[config.mk]
export PLATFORM = sky130hd
export DESIGN_NAME = gpr_writeback_unit
export DESIGN_NICKNAME = d
export VERILOG_FILES = /design/src/rtl/gpr_writeback_unit.sv
export SDC_FILE = /design/constraint.sdc
export NUM_CORES = 1
export LEC_CHECK = 0
export BUFFER_PORTS_ARGS = -buffer_cell sky130_fd_sc_hd__buf_2
export CAP_MARGIN = 20
export CORE_MARGIN = 2
export CORE_UTILIZATION = 54
export DETAILED_ROUTE_END_ITERATION = 7
export PLACE_DENSITY_LB_ADDON = 0.15
export SLEW_MARGIN = 20
export SYNTH_ARGS = -nofsm -noshare
export SYNTH_HDL_FRONTEND = slang
export SYNTH_SLANG_ARGS = --single-unit
export TNS_END_PERCENT = 20
[constraint.sdc]
create_clock -name clock -period 4.34 [get_ports clock]
set_clock_uncertainty 0.1 [all_clocks]
set_input_delay 0.868 -clock clock [delete_from_list [all_inputs] [get_ports clock]]
set_output_delay 0.868 -clock clock [all_outputs]
set_load 0.05 [all_outputs]
[src/rtl/gpr_writeback_unit.sv]
// ---------------------------------------------------------------------------
// gpr_writeback_unit
//
// Write-back stage sitting directly in front of the general purpose register
// file. Sized register-write requests (byte low, byte high, word, dword, with
// an optional second dword write) arrive over a valid/ready handshake and are
// buffered in a small FIFO. A two-state drain FSM merges each partial write
// with the current 32-bit register value and drives the register file's
// single full-width write port, at most one write per cycle.
//
// Optional feature macro: GPR_WB_BYPASS_EN
//   Defined   - a legal request accepted while the FIFO is empty and the FSM
//               is idle issues its first write in the cycle it is accepted.
//   Undefined - every request passes through the FIFO first.
//
// Parameters:
//   DEPTH         FIFO entries (power of two, >= 2)
//
// Ports:
//   clock         clock, rising edge
//   reset         asynchronous reset, active low
//   in_valid      request valid
//   in_ready      request can be accepted (FIFO not full, not in reset)
//   in_size       00 byte low, 01 byte high, 10 word, 11 dword
//   in_index      target register 0..7 (EAX,EBX,ECX,EDX,ESI,EDI,EBP,ESP)
//   in_data       write value, right aligned
//   in_dual       request carries a second dword write
//   in_index2     second write index
//   in_data2      second write value (always dword)
//   gpr_flat      current register file contents, reg i at [32i+31:32i]
//   write_enable  register file write strobe (registered)
//   write_index   register file write index (registered)
//   write_data    merged full 32-bit value (registered)
//   busy          FIFO non-empty or second write pending
//   error         one-cycle pulse: illegal request dropped
// ---------------------------------------------------------------------------
module gpr_writeback_unit #(
  parameter int DEPTH = 2
) (
  input  logic         clock,
  input  logic         reset,
  input  logic         in_valid,
  output logic         in_ready,
  input  logic [1:0]   in_size,
  input  logic [2:0]   in_index,
  input  logic [31:0]  in_data,
  input  logic         in_dual,
  input  logic [2:0]   in_index2,
  input  logic [31:0]  in_data2,
  input  logic [255:0] gpr_flat,
  output logic         write_enable,
  output logic [2:0]   write_index,
  output logic [31:0]  write_data,
  output logic         busy,
  output logic         error
);

  localparam int AW = (DEPTH > 1) ? $clog2(DEPTH) : 1;

  localparam logic [1:0] SZ_BYTE_LO = 2'b00;
  localparam logic [1:0] SZ_BYTE_HI = 2'b01;
  localparam logic [1:0] SZ_WORD    = 2'b10;

  typedef struct packed {
    logic [1:0]  size;
    logic [2:0]  index;
    logic [31:0] data;
    logic        dual;
    logic [2:0]  index2;
    logic [31:0] data2;
  } entry_t;

  typedef enum logic {
    ST_FIRST  = 1'b0,
    ST_SECOND = 1'b1
  } state_t;

  // FIFO storage and pointers; the pointers carry one extra bit so that a
  // full FIFO (same slot, different lap) differs from an empty one.
  entry_t        mem_q [DEPTH];
  entry_t        mem_d [DEPTH];
  logic [AW:0]   wr_ptr_q, wr_ptr_d;
  logic [AW:0]   rd_ptr_q, rd_ptr_d;

  state_t        state_q, state_d;
  logic          write_enable_q, write_enable_d;
  logic [2:0]    write_index_q, write_index_d;
  logic [31:0]   write_data_q, write_data_d;
  logic          error_q, error_d;

  logic          full;
  logic          empty;
  entry_t        head;
  logic          accept;
  logic          illegal;
  logic          push_ok;
  logic          bypass;
  logic          push;
  logic          pop;
  logic          first_issue;
  logic [1:0]    first_size;
  logic [2:0]    first_index;
  logic [31:0]   first_data;
  logic          first_dual;
  logic [31:0]   merge_base;

  assign empty    = (wr_ptr_q == rd_ptr_q);
  assign full     = ((wr_ptr_q ^ rd_ptr_q) == {1'b1, {AW{1'b0}}});
  assign head     = mem_q[rd_ptr_q[AW-1:0]];

  // in_ready is gated by reset so nothing is accepted while reset is held.
  assign in_ready = reset && !full;
  assign accept   = in_valid && in_ready;
  // A high-byte write only exists for EAX..EDX; the others have no AH-style alias.
  assign illegal  = (in_size == SZ_BYTE_HI) && in_index[2];
  assign push_ok  = accept && !illegal;

`ifdef GPR_WB_BYPASS_EN
  assign bypass   = push_ok && empty && (state_q == ST_FIRST);
`else
  assign bypass   = 1'b0;
`endif

  // A bypassed single write never needs storage; a bypassed dual request is
  // still stored so its second write can issue from the FIFO head.
  assign push     = push_ok && !(bypass && !in_dual);

  function automatic logic [31:0] merge(input logic [1:0]  size,
                                        input logic [31:0] base,
                                        input logic [31:0] d);
    logic [31:0] r;
    case (size)
      SZ_BYTE_LO: r = {base[31:8], d[7:0]};
      SZ_BYTE_HI: r = {base[31:16], d[7:0], base[7:0]};
      SZ_WORD:    r = {base[31:16], d[15:0]};
      default:    r = d;
    endcase
    return r;
  endfunction

  // Pick the source of a first write: the FIFO head normally, or the incoming
  // request when it bypasses an idle, empty unit.
  always_comb begin
    first_issue = 1'b0;
    first_size  = head.size;
    first_index = head.index;
    first_data  = head.data;
    first_dual  = head.dual;
    if (state_q == ST_FIRST) begin
      if (!empty) begin
        first_issue = 1'b1;
      end else if (bypass) begin
        first_issue = 1'b1;
        first_size  = in_size;
        first_index = in_index;
        first_data  = in_data;
        first_dual  = in_dual;
      end
    end
  end

  // The register file only sees our current write at the coming edge, so a
  // write to the same register must merge onto the value we are driving now.
  always_comb begin
    if (write_enable_q && (write_index_q == first_index)) begin
      merge_base = write_data_q;
    end else begin
      merge_base = gpr_flat[{first_index, 5'b00000} +: 32];
    end
  end

  always_comb begin
    state_d        = state_q;
    write_enable_d = 1'b0;
    write_index_d  = write_index_q;
    write_data_d   = write_data_q;
    error_d        = accept && illegal;
    pop            = 1'b0;
    if (state_q == ST_SECOND) begin
      write_enable_d = 1'b1;
      write_index_d  = head.index2;
      write_data_d   = head.data2;
      pop            = 1'b1;
      state_d        = ST_FIRST;
    end else if (first_issue) begin
      write_enable_d = 1'b1;
      write_index_d  = first_index;
      write_data_d   = merge(first_size, merge_base, first_data);
      if (first_dual) begin
        state_d = ST_SECOND;
      end else if (!empty) begin
        pop = 1'b1;
      end
    end
  end

  always_comb begin
    mem_d    = mem_q;
    wr_ptr_d = wr_ptr_q;
    rd_ptr_d = rd_ptr_q;
    if (push) begin
      mem_d[wr_ptr_q[AW-1:0]].size   = in_size;
      mem_d[wr_ptr_q[AW-1:0]].index  = in_index;
      mem_d[wr_ptr_q[AW-1:0]].data   = in_data;
      mem_d[wr_ptr_q[AW-1:0]].dual   = in_dual;
      mem_d[wr_ptr_q[AW-1:0]].index2 = in_index2;
      mem_d[wr_ptr_q[AW-1:0]].data2  = in_data2;
      wr_ptr_d = wr_ptr_q + (AW+1)'(1);
    end
    if (pop) begin
      rd_ptr_d = rd_ptr_q + (AW+1)'(1);
    end
  end

  always_ff @(posedge clock or negedge reset) begin
    if (!reset) begin
      state_q        <= ST_FIRST;
      wr_ptr_q       <= '0;
      rd_ptr_q       <= '0;
      write_enable_q <= 1'b0;
      write_index_q  <= 3'd0;
      write_data_q   <= 32'd0;
      error_q        <= 1'b0;
      for (int i = 0; i < DEPTH; i++) begin
        mem_q[i] <= '0;
      end
    end else begin
      state_q        <= state_d;
      wr_ptr_q       <= wr_ptr_d;
      rd_ptr_q       <= rd_ptr_d;
      write_enable_q <= write_enable_d;
      write_index_q  <= write_index_d;
      write_data_q   <= write_data_d;
      error_q        <= error_d;
      mem_q          <= mem_d;
    end
  end

  assign write_enable = write_enable_q;
  assign write_index  = write_index_q;
  assign write_data   = write_data_q;
  assign error        = error_q;
  assign busy         = !empty || (state_q == ST_SECOND);

endmodule

Word-level counts from Yosys, hierarchy flattened:

Index checks and enable logic that the tools add are counted.

* register bits: 188
* bits of input ports: 332
* output and inout port bits: 39
* word-level logic and storage cells: 90

* add/subtract/negate cells: 2
* magnitude comparators: 3
* equal/unequal tests: 8
* shift operators: 1
* muxes and demuxes: 37
* bitwise gates (word level): 3
* reductions and logical operators: 15

Operators with widths (count)
* 146-bit bitwise mux: 6
* 73-bit demux with 1-bit select: 6
* 73-bit two-way mux: 4
* 256-bit by 9-bit indexed part select with 32-bit output: 1
* 32-bit two-way mux: 4
* 32-bit case mux with 3 select lines: 1
* 71-bit two-way mux: 1
* 68-bit two-way mux: 1
* 36-bit two-way mux: 1
* 35-bit two-way mux: 1
* 1-bit two-way mux: 10
* 1-bit logical AND: 7
* 3-bit two-way mux: 2
* 3-bit inequality test, second input constant: 2
* 2-bit by 1-bit adder with 2-bit output, second input constant: 2
* 2-bit by 1-bit == test with 1-bit output, second input constant: 2
* 2-bit == test, second input constant: 2
* 2-bit >= comparator, second input constant: 2
* 1-bit inverter with 2-bit output: 2
* 2-bit AND reduction: 2
* 3-bit == test: 1
* 1-bit zero test: 3
* 2-bit == test: 1
* 2-bit zero test: 1
* 4 further kinds: 4

Longest topological paths before layout:

Gate-level depths: netlist of run 1.

* depth in word-level cells: 11
* depth in mapped cells: 11
* mapped depth without buffers: 7

Least setup slack after synthesis of run 1:

OpenSTA, ideal clock, no wires.

* path type: in2reg
* from: input port reset
* to: register mem_q[23] (netlist bit)
* library setup time: 0.125 ns
* arrival: 2.568 ns
* data required time: 4.115 ns
* slack: 1.547 ns
* stages on the path: 6
* buffers on the path: 2
* cells stage by stage: a21boi_2 > nand3_1 > nor2_1 > buf_2 > buf_2 > mux2_2

* word-level cells in the longest chain between the ends: 3

RTL lines
* from (decl): line 41 `input logic reset,`
* 1-bit logical AND: line 112 `assign in_ready = reset && !full;`
* 1-bit logical AND: line 113 `assign accept = in_valid && in_ready;`
* 1-bit logical AND: line 116 `assign push_ok = accept && !illegal;`
* to (signal assigned): line 235 `mem_q <= mem_d;`
* to (decl): line 80 `entry_t mem_q [DEPTH];`

No other way between the ends.
A chain may end at the register's enable or synchronous reset.

Worst setup path in the final report of run 1:

* from: register rd_ptr_q[0]
* to: output port busy

* word-level cells in the longest chain between the ends: 3

RTL lines
* from (decl): line 83 `logic [AW:0] rd_ptr_q, rd_ptr_d;`
* from (signal assigned): line 230 `rd_ptr_q <= rd_ptr_d;`
* 2-bit == test: line 107 `assign empty = (wr_ptr_q == rd_ptr_q);`
* 1-bit zero test: line 243 `assign busy = !empty || (state_q == ST_SECOND);`
* 1-bit logical OR: line 243
* to (decl): line 54 `output logic busy,`

No other way between the ends.

==> results of run 1 <==
-- stage by stage --
stage | cells | utilization (%) | setup WS [ps] | power (mW) | area, um2
global route | 1880 | 67.47 | 480.4 | 14.05 | 14270
finish | 1881 | 67.48 | 643.0 | 13.32 | 14270
floorplan | 1266 | - | 1547 | 9.234 | 11680
CTS | 1869 | 67.32 | 680.7 | 13.15 | 14240
global placement | 1837 | 64.45 | 1001 | 11.32 | 13630
detailed placement | 1837 | 64.45 | 1012 | 11.48 | 13630
-- cells by family (layout without fill, tap and decap cells) --
family	count (synthesis)	in the layout	share of synthesized area, %
AOI/OAI and AO/OA	292	292	16.52
xor gates and xnor gates	8	8	0.6644
buffers and inverters	121	449	4.854
DFF	188	188	40.29
muxes	219	219	20.84
other	0	12	0
and+or+nand+nor	438	438	16.82
-- routing by layer --
metal	GRT usage [%]	share of wire, %	up-vias
met3	8.524	9.9	90
met1	49.90	42	5563
met4	14.53	3.4	2
li1	-	-	5221
met5	2.955	0.21	-
met2	54.11	44	667
-- flip-flops by register name, indices dropped and copies added, names as in the netlist --
signal / cells
state_q: 1
write_enable: 1
error: 1
mem_q: 146
wr_ptr_q: 2
rd_ptr_q: 2
write_data: 32
write_index: 3
-- worst max-delay path by stage --
stage,startpoint,endpoint,slack [ps],cells after the start
after floorplan,reset,mem_q[23],1550,6
after global placement,rd_ptr_q[0],write_data[3],1000,6
after detailed placement,rd_ptr_q[0],write_data[3],1010,6
after CTS,rd_ptr_q[0],busy,680,6
after global routing,rd_ptr_q[0],busy,480,6
final,rd_ptr_q[0],busy,640,6
-- area by class of cell --
cell class / count / area (um2) / share of cell area [%]
timing repair buffer: 395 / 2074 / 14.53
multi-input combinational: 957 / 6429 / 45.03
tap: 275 / 344.1 / 2.410
antenna: 12 / 30.03 / 0.2104
sequential: 188 / 4708 / 32.98
clock buffer: 17 / 425.4 / 2.980
clock inverter: 15 / 181.4 / 1.271
inverter: 22 / 82.58 / 0.5785
-- cell usage after synthesis, types with 34 or more instances --
cell and n:
a211oi_1 34, a21oi_1 81, buf_2 36, clkbuf_1 45, dfrtp_1 188, mux2_2 172
mux2i_1 43, nand2_1 201, nand3_1 116, nor2_1 51, o21ai_0 51
-- where the power goes --
part / leakage [nW] / internal, mW / total, mW / switching, mW
clock network: 0.289 / 0.873 / 1.62 / 0.746
logic: 4.10 / 3.12 / 8.18 / 5.07
registers: 2.25 / 2.69 / 3.52 / 0.835
-- worst max-delay path, cell delays in order (launching register included) --
cell and delay (ps):
dfrtp_4 970, xnor2_1 190, nor2b_1 170, buf_4 210, and2_1 230, inv_2 190
buf_2 310
==> flow_summary.ini, run 1 <==
[final_layout]
syn2layout_area_growth_pct = 22.26
final_cell_mix = buf_2, nand2_1, dfrtp_1, mux2_2, nand3_1
drive_above_1_share_pct = 38.90
n_fill_cell = 1819
final_common_cell = buf_2
nNetsFinal = 1913

[global_route]
grt_remaining_overflow = 0
grt_pass1_vias = 10860
grt_max_degree = 94
grt_usage_pct = 35.92
grt_pass1_wl_mm = 61.36
antenna_found_initial = 11

[setup_path]
r2r_cells = 6
required_ps = 3370
timing.rr.start = rd_ptr_q[0]
crit_type = reg -> out
critPathLaunchType = flip-flop
cp_max_fo = 63
arrival_ps = 2730
timing.rr.end = write_data[3]
r2r_setup_slack_ps = 820
crit_path_end_kind = output pin

[yosys]
yosysTopAreaCell = dfrtp_1
synthFlopType = dfrtp_1
synth_edf_count = 0
seq_area_frac_synth_pct = 40.29
syn_nets = 1598
synth_cell_types = 68
synth_warnings = 0
async_flop_share_pct = 100.0
netlist_area_um2 = 11680
synth_top_area_share_pct = 40.29
syn_inst = 1266
ys_seq_elements = 188
syn_area_per_cell_um2 = 9.223
netlist_top_cells_area = dfrtp_1, mux2_2, nand2_1, nand3_1, mux2i_1

[clock_network]
h-tree-depth = 4
clock_latency_ps = 440
cts_tree = built
post_cts_resized = 0
clock-sinks = 188
ctsHoldBuffers = 0
cts.root.buffer_cell = clkbuf_16
cts_buffers = 17
path_clk_slew_ps = 70
cts.path.max_buffers = 2
postCtsSetupBuffers = 0

[placement]
portBuffers = 370
gp_congestion = 0.9383
hpwl_mm = 31.19

[sta]
slew_headroom_pct = 34.74
final_max_slew_viol_count = 0
hold_violations = 0
worstMarginPinSlew_ps = 978.9
fin_setup_tns_ps = 0
timing.final.crit_share_pct = 85.18
hold_slack_ps = 214.9
setup_viol = 0
fin_crit_ps = 3697
timing.fmax_ghz = 0.2705
rsz0062_at_grt = no

[die]
die_area_um2 = 22810
start_util_pct = 55.20
fp.coreArea_um2 = 21150
io_pins = 371
placementRows = 53
fp.dieW_um = 151.0
dieHeight_um = 151.0

[run]
drv_cap = 0

[routing]
routedWlPerCell_um = 22.24
wirelength_mm = 41.83
drc_errors = 0
vias = 11540
drt-initial-drc-count = 1155
drtAntennaViolNets = 0
avgViaCountPerCell = 6.137
drt_first_pass_iters = 6

[power]
powerDensity_nw_per_um2 = 933.3
p_leak_nw = 6.635
ir_worst_vdd_uv = 518.5

[run_status]
status = completed

[min_path]
hp-class = in -> async
Note: power is estimated with default switching activity, not from simulation.
==> run 2: changes to the inputs <==
--- a/constraint.sdc
+++ b/constraint.sdc
@@ -4,2 +4,2 @@
 set_output_delay 0.868 -clock clock [all_outputs]
-set_load 0.05 [all_outputs]
+set_load 0.005 [all_outputs]
==> run 2 against run 1 <==
  * Register-to-register slack gained 310 ps
  * Via count shrank 0.88%
  * Die area is the same
  * Final area shrank 0.39%
  * Critical path depth shrank 1
  * Sequential power shrank 3%
  * Cell count shrank 0.16%
  * Count of clock-buffer cells in the layout grew 2
  * First-iteration DRC count shrank 2.3%
  * Fmax grew 6.2%
  * Sequential share of layout area grew 0.13 points
==> flow_summary.ini, run 2 (synthesized netlist as in run 1, its figures left out) <==
[die]
dieHeight_um = 151.0
die_area_um2 = 22810
io_pins = 371
fp.dieW_um = 151.0
fp.coreArea_um2 = 21150
placementRows = 53
start_util_pct = 55.20

[sta]
timing.fmax_ghz = 0.2874
fin_ws_ps = 860.4
fin_setup_tns_ps = 0
final_max_slew_viol_count = 0
hold_violations = 0
worstMarginPinSlew_ps = 986.3
setup_viol = 0
timing.final.crit_share_pct = 80.18
slew_headroom_pct = 34.25
rsz0062_at_grt = no
fin_crit_ps = 3480

[setup_path]
crit_chain = xnor2_1 -> nor2b_1 -> and2_1 -> inv_2 -> buf_2
cp_max_fo = 53
timing.rr.start = rd_ptr_q[0]
required_ps = 3370
crit_type = reg -> out
arrival_ps = 2510
r2r_setup_slack_ps = 1130
crit_path_end_kind = output pin
cp_slowest_stage_delay_ps = 870
r2r_cells = 6
critPathLaunchType = flip-flop
timing.rr.end = write_data[13]
cp_slowest_cell = dfrtp_4

[power]
seqPwrFrac_pct = 26.9
power_mw = 12.65
p_leak_nw = 6.623
intPower_mw = 6.629
powerDensity_nw_per_um2 = 889.3
ir_worst_vdd_uv = 612.3
swShare_pct = 47.58
net-switching-power_mw = 6.017
combPwrFrac_pct = 61.0
clkPwrFrac_pct = 12.1

[placement]
portBuffers = 370
gp_congestion = 0.9678
dp_slack_ps = 1212
hpwl_mm = 30.91

[clock_network]
clock_latency_ps = 430
cts.root.buffer_cell = clkbuf_16
cts_buffers = 17
h-tree-depth = 4
post_cts_resized = 0
cts.path.max_buffers = 2
clock-sinks = 188
ctsHoldBuffers = 0
postCtsSetupBuffers = 0
cts_tree = built
path_clk_slew_ps = 70

[routing]
drc_errors = 0
drt-initial-drc-count = 1128
vias = 11440
drtAntennaViolNets = 0
routedWlPerCell_um = 22.01
wirelength_mm = 41.34
avgViaCountPerCell = 6.092
drt_first_pass_iters = 5

[run_status]
status = completed

[final_layout]
final_cell_mix = buf_2, nand2_1, dfrtp_1, mux2_2, nand3_1
max_flop_register = mem_q
syn2layout_area_growth_pct = 21.79
nNetsFinal = 1913
final_common_cell = buf_2
drive_above_1_share_pct = 38.83
largest_reg_flops = 146
n_fill_cell = 1781

[global_route]
grt_remaining_overflow = 0
grt_max_degree = 189
grt_usage_pct = 35.86
grt_pass1_vias = 10780
antenna_found_initial = 9
grt_pass1_wl_mm = 60.99

[min_path]
holdPathStages = 1
hold_path_end = write_data[17]
hold_path_startpoint = write_data[17]
hp-class = reg -> reg

[run]
drv_cap = 0
-- run 2: critical path, delay by kind of cell, from the launching register on --
kind | cells | cell delay [ps]
flip-flops | 1 | 870
AND/OR/NAND/NOR | 2 | 570
buffers and inverters | 2 | 360
XOR/XNOR | 1 | 270
-- run 2: layout make-up --
class	instances	area, um2	share of cell area (%)
antenna	9	22.52	0.1584
clock buffer	19	442.9	3.115
clock inverter	13	132.6	0.9327
tap	275	344.1	2.420
inverter	22	82.58	0.5807
multi-input combinational	957	6429	45.21
sequential	188	4708	33.11
timing repair buffer	395	2058	14.47
-- run 2: worst max path at each step --
stage / slack (ps) / end / startpoint / depth (start not counted)
after floorplan: 2010 / mem_q[23] / reset / 6
after global placement: 1260 / write_data[13] / rd_ptr_q[0] / 6
after detailed placement: 1210 / write_data[13] / rd_ptr_q[0] / 6
after CTS: 910 / busy / rd_ptr_q[0] / 5
after global routing: 790 / busy / rd_ptr_q[0] / 5
final: 860 / busy / rd_ptr_q[0] / 5
-- run 2: power by group through the flow --
stage / sequential (mW) / combinational (mW) / clock, mW
floorplan: 3.10 / 5.53 / 0
global placement: 3.36 / 7.39 / 0
detailed placement: 3.41 / 7.51 / 0
CTS: 3.38 / 7.56 / 1.54
global route: 3.49 / 8.32 / 1.63
finish: 3.40 / 7.72 / 1.53
-- run 2: metrics by stage --
| stage | instances | hold WS, ps | util [%] | instance area, um2 |
|---|---|---|---|---|
| after floorplan | 1266 | 360.7 | - | 11680 |
| after CTS | 1869 | 386.3 | 67.11 | 14200 |
| after global placement | 1837 | 364.9 | 64.39 | 13620 |
| after global routing | 1878 | 398.2 | 67.22 | 14220 |
| final | 1878 | 387.3 | 67.22 | 14220 |
| after detailed placement | 1837 | 370.9 | 64.39 | 13620 |
-- run 2: layer usage --
layer / routed length [um] / global-route usage [%]
met1: 17140 / 49.46
met2: 18810 / 54.00
met3: 4246 / 10.27
met4: 1145 / 13.27
met5: 0 / 0
